--- src/rtl/tage_tag_gen.sv ---
// tage_tag_gen: keeps the global branch history and its two folded copies,
// and issues the registered lookup tag for one TAGE tagged table.
// The folds are updated incrementally, so the tag path never has to XOR
// the full history.
module tage_tag_gen #(
    parameter int HIST_LEN = 16,
    parameter int TAG_W    = 8,
    parameter int PC_W     = 32
) (
    input  logic                clk,
    input  logic                reset,
    input  logic                lk_valid,
    input  logic [PC_W-1:0]     lk_pc,
    input  logic                upd_valid,
    input  logic                upd_taken,
    input  logic                ckpt_save,
    input  logic                ckpt_restore,
    output logic                tag_valid,
    output logic [TAG_W-1:0]    tag_out,
    output logic [HIST_LEN-1:0] ghr_out
);

    localparam int CSR2_W = TAG_W - 1;
    localparam int POS1   = HIST_LEN % TAG_W;
    localparam int POS2   = HIST_LEN % CSR2_W;

    logic [HIST_LEN-1:0] r_ghr;
    logic [TAG_W-1:0]    r_csr1;
    logic [CSR2_W-1:0]   r_csr2;
    logic [HIST_LEN-1:0] r_snapGhr;
    logic [TAG_W-1:0]    r_snapCsr1;
    logic [CSR2_W-1:0]   r_snapCsr2;
    logic                r_tagValid;
    logic [TAG_W-1:0]    r_tagOut;

    logic [HIST_LEN-1:0] w_ghrShift;
    logic [TAG_W-1:0]    w_csr1Shift;
    logic [CSR2_W-1:0]   w_csr2Shift;
    logic [TAG_W-1:0]    w_lookupTag;
    logic                w_unusedPc;

    // Only the low TAG_W bits of the PC feed the tag; the rest is sunk here.
    assign w_unusedPc = ^{1'b0, lk_pc};

    // History after shifting in the resolved outcome; the oldest bit falls off the top.
    always_comb begin
        w_ghrShift = {r_ghr[HIST_LEN-2:0], upd_taken};
    end

    // Folded histories after one update: rotate, fold the new bit in at 0 and
    // cancel the dropped bit where its chunk position would have landed.
    always_comb begin
        w_csr1Shift          = (r_csr1 << 1) | (r_csr1 >> (TAG_W - 1));
        w_csr1Shift[0]       = w_csr1Shift[0] ^ upd_taken;
        w_csr1Shift[POS1]    = w_csr1Shift[POS1] ^ r_ghr[HIST_LEN-1];
        w_csr2Shift          = (r_csr2 << 1) | (r_csr2 >> (CSR2_W - 1));
        w_csr2Shift[0]       = w_csr2Shift[0] ^ upd_taken;
        w_csr2Shift[POS2]    = w_csr2Shift[POS2] ^ r_ghr[HIST_LEN-1];
    end

    // Tag from the current (pre-update, pre-restore) folds.
    always_comb begin
        w_lookupTag = lk_pc[TAG_W-1:0] ^ r_csr1 ^ {r_csr2, 1'b0};
    end

    // History and fold registers: restore beats update, update otherwise.
    always_ff @(posedge clk) begin
        if (!reset) begin
            r_ghr  <= '0;
            r_csr1 <= '0;
            r_csr2 <= '0;
        end else if (ckpt_restore) begin
            r_ghr  <= r_snapGhr;
            r_csr1 <= r_snapCsr1;
            r_csr2 <= r_snapCsr2;
        end else if (upd_valid) begin
            r_ghr  <= w_ghrShift;
            r_csr1 <= w_csr1Shift;
            r_csr2 <= w_csr2Shift;
        end
    end

    // Snapshot captures the pre-update state; a restore in the same cycle leaves it alone.
    always_ff @(posedge clk) begin
        if (!reset) begin
            r_snapGhr  <= '0;
            r_snapCsr1 <= '0;
            r_snapCsr2 <= '0;
        end else if (ckpt_save && !ckpt_restore) begin
            r_snapGhr  <= r_ghr;
            r_snapCsr1 <= r_csr1;
            r_snapCsr2 <= r_csr2;
        end
    end

    // Registered tag output: one-cycle latency, tag holds when no lookup arrives.
    always_ff @(posedge clk) begin
        if (!reset) begin
            r_tagValid <= 1'b0;
            r_tagOut   <= '0;
        end else begin
            r_tagValid <= lk_valid;
            if (lk_valid) begin
                r_tagOut <= w_lookupTag;
            end
        end
    end

    assign tag_valid = r_tagValid;
    assign tag_out   = r_tagOut;
    assign ghr_out   = r_ghr;

endmodule

--- config.mk ---
export PLATFORM = sky130hd
export DESIGN_NAME = tage_tag_gen
export DESIGN_NICKNAME = d
export VERILOG_FILES = /design/src/rtl/tage_tag_gen.sv
export SDC_FILE = /design/constraint.sdc
export NUM_CORES = 1
export LEC_CHECK = 0
export CAP_MARGIN = 20
export CORE_MARGIN = 2
export CORE_UTILIZATION = 25
export DETAILED_ROUTE_END_ITERATION = 8
export DONT_BUFFER_PORTS = 1
export PLACE_DENSITY_LB_ADDON = 0.08
export SLEW_MARGIN = 20
export SYNTH_ARGS = -nofsm -noshare
export SYNTH_HDL_FRONTEND = slang
export SYNTH_SLANG_ARGS = --single-unit
--- constraint.sdc ---
create_clock -name clk -period 2 [get_ports clk]
set_input_delay 0.4 -clock clk [delete_from_list [all_inputs] [get_ports clk]]
set_output_delay 0.4 -clock clk [all_outputs]
set_load 0.02 [all_outputs]
==> results.json <==
{
  "outcome": "finished clean",
  "first_iter_violations": 81,
  "path_max_fanout": 5,
  "ir_drop_mv": 0.639,
  "crit_buf_inv": 0,
  "hp-class": "in -> reg",
  "max_freq_mhz": 752,
  "cp-end-kind": "flop",
  "max_cap_viol_count": 0,
  "p_leak_nw": 1.62,
  "drv_slew": 0,
  "insertion_delay_ps": 330,
  "tightest_slew_ps": 453,
  "layout-drive-gt1-share_pct": 7.21,
  "io_pins": 64,
  "path_clk_slew_ps": 60,
  "dr_total_vias": 2093,
  "syn_nets": 360,
  "slew_headroom_pct": 69.8,
  "route.detailed.drc": 0,
  "cts_tree": "built",
  "final_antenna_net_count": 0,
  "post_drt_via_cell_ratio": 4.49,
  "nFillCells": 1255,
  "cts_buffers": 9,
  "yosysTopAreaCellShare_pct": 46.7,
  "start_util_pct": 25.4,
  "synth_seq_cells": 71,
  "cts.repair.resized": 0,
  "crit_type": "reg -> reg",
  "finalCritPeriodShare_pct": 66.5,
  "power.total_w": 0.00362,
  "hold_viol_final": 0,
  "crit_slowest_cell": "dfxtp_1",
  "crit_start": "ghr_out[15]",
  "grt_pass1_wl_um": 11800,
  "synth_edf_count": 0,
  "synthesis.area_um2": 3040,
  "ctsHoldBuffers": 0,
  "synth.top_cells.by_area": "dfxtp_1, nand2_1, mux2i_1, o211a_1, a21boi_1",
  "worstSetupStartpointType": "flop",
  "min_period_ps": 1330,
  "grt_pass1_vias": 2078,
  "core_area_um2": 12000,
  "dr.pass1.iters": 4,
  "postCtsSetupBuffers": 0,
  "cp_top_family": "flip-flops",
  "place_congestion": 0.688,
  "critPathMaxStageDelay_ps": 600,
  "ys_types": 22,
  "finalWirelength_um": 7220,
  "p_per_area_nw_per_um2": 1040,
  "yosysWarnings": 0,
  "r2r_setup_slack_ps": 670,
  "antenna_found_initial": 0,
  "arrival_ps": 1530,
  "rows": 40,
  "fp.dieH_um": 114,
  "final_area_um2": 3490,
  "synth_seq_area_share_pct": 46.7,
  "hpwl_um": 4390,
  "io_buffers": 0,
  "placed_area_um2": 3150,
  "crit_chain": "xor3_1 -> mux2i_1 -> a21oi_1",
  "tns_ps": 0,
  "overflow": 0,
  "layout.nets": 353,
  "skew_ps": 6.70,
  "diodes": 0,
  "yosysMostFrequentCell": "nand2_1",
  "grt_max_degree": 73,
  "r2r_start": "ghr_out[15]",
  "clock_sinks": 71,
  "area_growth_pct": 14.7,
  "worstPathRequired_ps": 2200,
  "setup_viol": 0,
  "cts-root-buf": "clkbuf_16",
  "avgSynthCellArea_um2": 9.48,
  "rsz0062_at_grt": "false",
  "clockBufferDepth": 2,
  "grt_usage_pct": 11.9,
  "dieArea_um2": 13100,
  "ys.flop_type": "dfxtp_1",
  "die_x_um": 114,
  "worstHoldStart": "reset",
  "wl_per_cell_um": 15.5,
  "netlist_instances": 321,
  "ys_top_cells_by_count": "nand2_1, dfxtp_1, a21boi_1, mux2i_1, o211a_1",
  "htreeDepth": 3,
  "yosysTopAreaCell": "dfxtp_1",
  "async_reset_ff_share_pct": 0
}
area by class of cell:
cell class              instances  area [um2]  area share, %
multi-input cells             224        1490           42.6
repair buffers                  6        45.0           1.29
well taps                     147         184           5.27
flip-flops and latches         71        1420           40.7
clock inverters                 2        60.1           1.72
clock buffers                  14         284           8.14
inverters                       2        7.51          0.215
worst paths after layout:
| check | to | depth (start not counted) |
|---|---|---|
| worst min register to register | r_snapCsr2[3] | 2 |
| worst max register to register | r_csr1[0] | 3 |
| worst min-delay path | ghr_out[8] | 1 |
| worst max-delay path | r_csr1[0] | 3 |
per-layer routing:
metal / part of all wire, % / GRT usage (%) / up-vias
met5: 0 / 0 / -
met4: 1.3 / 3.66 / 0
met3: 6.1 / 4.98 / 9
met2: 43 / 18.3 / 41
met1: 49 / 15.1 / 961
li1: - / - / 1082
stage by stage:
step	hold slack [ps]	instances	setup slack (ps)	utilization (%)
3_5_place_dp	447	450	659	26.3
5_1_grt	194	466	545	29.2
4_1_cts	200	466	645	29.2
6_report	213	466	670	29.2
2_1_floorplan	432	321	814	-
3_3_place_gp	440	450	658	26.3
where the power goes:
part / internal (W) / total [W] / switching (W) / leakage [nW]
combinational: 0.000116 / 0.000214 / 0.0000979 / 0.873
sequential: 0.00148 / 0.00158 / 0.000101 / 0.580
clock: 0.00123 / 0.00182 / 0.000594 / 0.169
total: 0.00282 / 0.00362 / 0.000792 / 1.62
worst register-to-register path, stage by stage, from the launching register on:
cell and delay [ps]:
dfxtp_1 600, xor3_1 400, mux2i_1 140, a21oi_1 70
layout by cell type (no fill, tap or decap), types with 7 or more instances in the layout:
master     synthesis  routed
mux2i_1           31      31
nand3b_1           7       7
a21boi_1          31      31
o211a_1           29      29
clkbuf_16          0       9
xnor2_1            8       8
nand2_1           93      93
xor2_1             9       9
o21ai_0            7       7
dfxtp_1           71      71
kinds of logic (layout without fill, tap and decap cells):
logic type      after synthesis  count (layout)  share of synthesized area (%)
xor+xnor                     18              18                           5.67
compound gates               71              71                           19.0
simple gates                104             104                           13.9
buf+inv                      26              24                           4.48
flops                        71              71                           46.7
mux                          31              31                           10.2
registers in the layout, summed over array words and instances (netlist names):
name / flops
ghr_out: 16
r_csr1: 8
r_csr2: 7
r_snapCsr1: 8
r_snapCsr2: 7
r_snapGhr: 16
tag_out: 8
tag_valid: 1
Power figures use the tool's default switching activity.
